`config.mk`:
```
export PLATFORM = sky130hd
export DESIGN_NAME = multicycle_ctrl
export DESIGN_NICKNAME = d
export VERILOG_FILES = /design/src/rtl/multicycle_ctrl.sv
export SDC_FILE = /design/constraint.sdc
export NUM_CORES = 1
export LEC_CHECK = 0
export BUFFER_PORTS_ARGS = -buffer_cell sky130_fd_sc_hd__buf_2
export CORE_MARGIN = 2
export CORE_UTILIZATION = 35
export DETAILED_ROUTE_END_ITERATION = 16
export PLACE_DENSITY = 0.69
export SYNTH_ARGS = -nofsm -noshare
export SYNTH_HDL_FRONTEND = slang
export SYNTH_SLANG_ARGS = --single-unit
```
`constraint.sdc`:
```
create_clock -name clk -period 2.3 [get_ports clk]
set_input_delay 0.345 -clock clk [delete_from_list [all_inputs] [get_ports clk]]
set_output_delay 0.345 -clock clk [all_outputs]
set_load 0.01 [all_outputs]
```
`src/rtl/multicycle_ctrl.sv`:
```
`timescale 1ns / 1ps
`default_nettype none
// ============================================================================
// Module   : multicycle_ctrl
// Brief    : Multicycle FSM controller sequencing an RV32 datapath
//            (IF/ID/EX/MEM/WB/ERR) with memory ready handshake and timeout.
//            Optional feature macro: ILLEGAL_TRAP_EN (illegal opcode -> ERR).
// Revision : 1.0 - initial release
// ============================================================================
module multicycle_ctrl #(
    parameter int MEM_TIMEOUT = 16
) (
    input  logic        clk,
    input  logic        rst,
    input  logic [31:0] instr,
    input  logic        Zero,
    input  logic        mem_ready,
    output logic        PCSrc,
    output logic        ALUSrc,
    output logic        RegWrite,
    output logic        MemToReg,
    output logic [3:0]  ALUCtrl,
    output logic        loadPC,
    output logic        MemRead,
    output logic        MemWrite,
    output logic        retired,
    output logic        err
);

    typedef enum logic [2:0] {
        S_IF  = 3'd0,
        S_ID  = 3'd1,
        S_EX  = 3'd2,
        S_MEM = 3'd3,
        S_WB  = 3'd4,
        S_ERR = 3'd5
    } state_t;

    localparam logic [6:0] c_op_r   = 7'b0110011;
    localparam logic [6:0] c_op_i   = 7'b0010011;
    localparam logic [6:0] c_op_lw  = 7'b0000011;
    localparam logic [6:0] c_op_sw  = 7'b0100011;
    localparam logic [6:0] c_op_beq = 7'b1100011;

    localparam logic [3:0] c_alu_and = 4'b0000;
    localparam logic [3:0] c_alu_or  = 4'b0001;
    localparam logic [3:0] c_alu_add = 4'b0010;
    localparam logic [3:0] c_alu_xor = 4'b0101;
    localparam logic [3:0] c_alu_sub = 4'b0110;
    localparam logic [3:0] c_alu_slt = 4'b0111;
    localparam logic [3:0] c_alu_srl = 4'b1000;
    localparam logic [3:0] c_alu_sll = 4'b1001;
    localparam logic [3:0] c_alu_sra = 4'b1010;

    localparam int CNT_W = (MEM_TIMEOUT > 0) ? $clog2(MEM_TIMEOUT + 1) : 1;
    localparam logic [CNT_W-1:0] c_wait_last =
        (MEM_TIMEOUT > 0) ? CNT_W'(MEM_TIMEOUT - 1) : '0;

    state_t           state_q, state_d;
    logic [CNT_W-1:0] wait_q, wait_d;
    logic             zero_q, zero_d;

    logic [6:0] w_opcode;
    logic [2:0] w_funct3;
    logic       w_f7b5;
    logic       w_is_r, w_is_i, w_is_lw, w_is_sw, w_is_beq;
    logic       w_legal;
    logic       w_imm_op;
    logic [3:0] w_arith_op;
    logic [3:0] w_ex_alu;
    logic       w_unused;

    assign w_opcode = instr[6:0];
    assign w_funct3 = instr[14:12];
    assign w_f7b5   = instr[30];
    assign w_unused = ^{instr[31], instr[29:15], instr[11:7]};

    assign w_is_r   = (w_opcode == c_op_r);
    assign w_is_i   = (w_opcode == c_op_i);
    assign w_is_lw  = (w_opcode == c_op_lw);
    assign w_is_sw  = (w_opcode == c_op_sw);
    assign w_is_beq = (w_opcode == c_op_beq);
    assign w_legal  = w_is_r | w_is_i | w_is_lw | w_is_sw | w_is_beq;
    assign w_imm_op = w_is_i | w_is_lw | w_is_sw;

    // funct7[5] selects SUB only for R-type; for shifts it picks SRA in both formats
    always_comb begin
        w_arith_op = c_alu_add;
        case (w_funct3)
            3'b000: w_arith_op = (w_is_r && w_f7b5) ? c_alu_sub : c_alu_add;
            3'b001: w_arith_op = c_alu_sll;
            3'b010: w_arith_op = c_alu_slt;
            3'b011: w_arith_op = c_alu_slt;
            3'b100: w_arith_op = c_alu_xor;
            3'b101: w_arith_op = w_f7b5 ? c_alu_sra : c_alu_srl;
            3'b110: w_arith_op = c_alu_or;
            3'b111: w_arith_op = c_alu_and;
            default: w_arith_op = c_alu_add;
        endcase
    end

    always_comb begin
        w_ex_alu = c_alu_and;
        if (w_is_r || w_is_i) begin
            w_ex_alu = w_arith_op;
        end else if (w_is_lw || w_is_sw) begin
            w_ex_alu = c_alu_add;
        end else if (w_is_beq) begin
            w_ex_alu = c_alu_sub;
        end
    end

    always_ff @(posedge clk) begin
        if (rst) begin
            state_q <= S_IF;
            wait_q  <= '0;
            zero_q  <= 1'b0;
        end else begin
            state_q <= state_d;
            wait_q  <= wait_d;
            zero_q  <= zero_d;
        end
    end

    always_comb begin
        state_d = state_q;
        wait_d  = wait_q;
        zero_d  = zero_q;
        case (state_q)
            S_IF: state_d = S_ID;
            S_ID: begin
                if (w_legal) begin
                    state_d = S_EX;
                end else begin
`ifdef ILLEGAL_TRAP_EN
                    state_d = S_ERR;
`else
                    state_d = S_WB;
`endif
                end
            end
            S_EX: begin
                state_d = (w_is_lw || w_is_sw) ? S_MEM : S_WB;
                if (w_is_beq) begin
                    zero_d = Zero;
                end
            end
            S_MEM: begin
                if (mem_ready) begin
                    wait_d  = '0;
                    state_d = w_is_sw ? S_IF : S_WB;
                end else if (MEM_TIMEOUT != 0) begin
                    // Counter ends parked at MEM_TIMEOUT; only rst clears it from ERR
                    wait_d = wait_q + 1'b1;
                    if (wait_q == c_wait_last) begin
                        state_d = S_ERR;
                    end
                end
            end
            S_WB:    state_d = S_IF;
            S_ERR:   state_d = S_ERR;
            default: state_d = S_IF;
        endcase
    end

    // Outputs are forced idle while rst is high so an aborted instruction never commits
    always_comb begin
        PCSrc    = 1'b0;
        ALUSrc   = 1'b0;
        RegWrite = 1'b0;
        MemToReg = 1'b0;
        ALUCtrl  = c_alu_and;
        loadPC   = 1'b0;
        MemRead  = 1'b0;
        MemWrite = 1'b0;
        retired  = 1'b0;
        err      = 1'b0;
        if (!rst) begin
            case (state_q)
                S_EX: begin
                    ALUSrc  = w_imm_op;
                    ALUCtrl = w_ex_alu;
                end
                S_MEM: begin
                    ALUSrc   = w_imm_op;
                    ALUCtrl  = w_ex_alu;
                    MemRead  = w_is_lw;
                    MemWrite = w_is_sw;
                    if (w_is_sw && mem_ready) begin
                        loadPC  = 1'b1;
                        retired = 1'b1;
                    end
                end
                S_WB: begin
                    ALUSrc   = w_imm_op;
                    ALUCtrl  = w_ex_alu;
                    RegWrite = w_is_r | w_is_i | w_is_lw;
                    MemToReg = w_is_lw;
                    PCSrc    = w_is_beq & zero_q;
                    loadPC   = 1'b1;
                    retired  = 1'b1;
                end
                S_ERR:   err = 1'b1;
                default: ;
            endcase
        end
    end

endmodule
`default_nettype wire

```
==> results.py <==
metrics = {
    "worst_setup_path": {
        "worstSetupPathType": "reg -> out",
        "arrival_ns": 1.77,
        "crit_path_end_kind": "output port",
        "cp_data_required_time_ns": 1.96,
        "startpoint_type": "register",
        "cp_max_fo": 11,
    },
    "pwr": {
        "p_leak_uw": 0.000394,
        "powerDensity_nw_per_um2": 390,
        "ir_drop_mv": 0.265,
    },
    "run": {
        "cap_violations": 0,
    },
    "clock_tree": {
        "cts_max_path_buffers": 2,
        "cts_tree": "built",
        "postCtsSetupBuffers": 0,
        "postCtsHoldBufs": 0,
        "clk_latency_ns": 0.26,
        "cts_buffers": 3,
        "cts.sinks": 9,
        "cts_htree_levels": 1,
        "clock-root-buffer": "clkbuf_4",
        "clk_pin_slew_worst_paths_ns": 0.06,
        "post_cts_resized": 0,
    },
    "global_routing": {
        "grt.overflow.total": 0,
        "grt_pass1_vias": 675,
        "track_usage": 0.139,
        "grt_max_degree": 16,
        "grt_pass1_wl_mm": 2.75,
        "antenna_found_initial": 0,
    },
    "floorplan": {
        "die_w_um": 49.4,
        "ioPinCount": 49,
        "die-area_um2": 2440,
        "fp.coreArea_um2": 1940,
        "chipHeight_um": 49.4,
        "num_rows": 16,
        "start_util": 0.371,
    },
    "placed_design": {
        "io_buffer_count": 27,
        "dp.final_hpwl_mm": 1.24,
        "place_congestion": 0.761,
        "dpl_worst_slack_ns": 0.338,
        "dp.cells": 144,
    },
    "sta": {
        "fin_crit_sh": 0.922,
        "grt_setup_unrepaired": "no",
        "period_minus_slack_ns": 2.12,
        "hold_viol_final": 0,
        "slew_headroom": 0.781,
        "max_clock_freq_mhz": 472,
        "worstMarginPinSlew_ns": 0.327,
        "fin_ws_ns": 0.180,
        "skew_ns": 0.00475,
        "slew_violations": 0,
        "timing.hold.ws_ns": 0.323,
        "tns_ns": 0,
        "finalSetupViolCount": 0,
    },
    "yosys": {
        "synthDistinctLibCells": 34,
        "synth.avg_cell_area_um2": 7.67,
        "yosysWarnings": 0,
        "synth_nets": 132,
        "ys_seq_elements": 9,
        "ys_seq_area_frac": 0.250,
        "syn_area_um2": 721,
        "synth_cells": 94,
    },
    "layout": {
        "antennaDiodeCount": 0,
        "area_delta_synth_final_pct": 23.6,
        "final_cells": 148,
        "nNetsFinal": 160,
        "drive_gt1_frac": 0.331,
    },
    "run_status": {
        "status": "complete, no violations",
    },
    "route": {
        "detail-route-antenna-nets": 0,
        "dr.first_iter.drc_count": 16,
        "route.detailed.drc": 0,
        "detail_route.vias_per_cell": 5.09,
        "wl_per_cell_um": 10.6,
        "vias": 754,
        "drtPass1Iterations": 4,
        "drt_wl_total_mm": 1.57,
    },
    "min_path": {
        "hold_path.class": "in -> reg",
    },
}
-- worst max-delay path: stages, from the launching register on --
cell and delay, ns:
dfxtp_1 0.51, nand3b_1 0.15, or4_1 0.41, nor2_1 0.15, a21o_1 0.16, buf_2 0.13
-- routing by layer --
layer  up-vias  global-route usage  routed length [um]  part of all wire
met5         -                   0                   0                 0
met4         0              0.0139                   0                 0
met3         0              0.0491                  57             0.036
met2        13               0.236                 783              0.50
met1       340               0.173                 729              0.46
li1        401                   -                   -                 -
-- flip-flops by register name, indices dropped and copies added (netlist names) --
register,count
state_q,3
wait_q,5
zero_q,1
-- cell families after synthesis --
kind of cell | synth area share
AO/OA/AOI/OAI | 0.207
adder cells (fa/ha/maj) | 0.0347
buffers and inverters | 0.0556
flip-flops | 0.250
multiplexers | 0.0295
AND/OR/NAND/NOR | 0.424
-- final timing paths --
check,start,to,slack [ns],cells past startpoint
hold / removal,Zero,zero_q,0.32,3
setup / recovery,state_q[0],retired,0.18,5
setup reg to reg,state_q[0],wait_q[2],0.61,4
hold reg to reg,zero_q,zero_q,0.48,2
-- cells in the mapped netlist (all sizes together) --
cell type  number  share of area
a211o           2          0.026
a211oi          3          0.031
a21o            1          0.010
a21oi          10          0.080
a31oi           1         0.0087
and3            4          0.035
buf             1          0.010
clkbuf          4          0.035
dfxtp           9           0.25
ha              2          0.035
inv             2          0.010
mux2            1          0.016
mux2i           1          0.014
nand2           6          0.031
nand2b          4          0.038
nand3           5          0.035
nand3b          3          0.031
nand4bb         1          0.038
nor2           14          0.073
nor2b           1         0.0087
nor3            3          0.021
nor3b           1          0.010
nor4            3          0.026
o211ai          1          0.010
o21ai           4          0.028
o22a            1          0.012
or3             1          0.016
or3b            1          0.016
or4             3          0.031
or4b            1          0.014
-- power by group --
part           switching [uW]  total [uW]  internal, uW
registers                7.43         167           159
clock network            53.7         121          66.8
logic                    31.2        59.8          28.5
total                    92.4         347           255
-- metrics by stage --
step                instance area (um2)  utilization  power (uW)
detailed placement                  865        0.445         230
global route                        891        0.459         367
global placement                    865        0.445         229
CTS                                 891        0.459         355
finish                              891        0.459         347
floorplan                           721            -         208
-- layout by cell type, fill, tap and decap left out, drive strengths merged, types with 4 or more instances in the layout --
master / netlist / routed
and3: 4 / 4
dfxtp: 9 / 9
nand2: 6 / 6
clkbuf: 4 / 4
o21ai: 4 / 4
nand2b: 4 / 4
nand3: 5 / 5
buf: 1 / 28
a21oi: 10 / 10
nor2: 14 / 14
-- cell type report --
cell class	count	area, um2
Clock buffer	4	26.3
Fill cell	199	1050
Inverter	2	7.51
Multi-Input combinational cell	78	500
Sequential cell	9	180
Tap cell	27	33.8
Timing Repair Buffer	28	143
(Power assumes the default switching activity.)
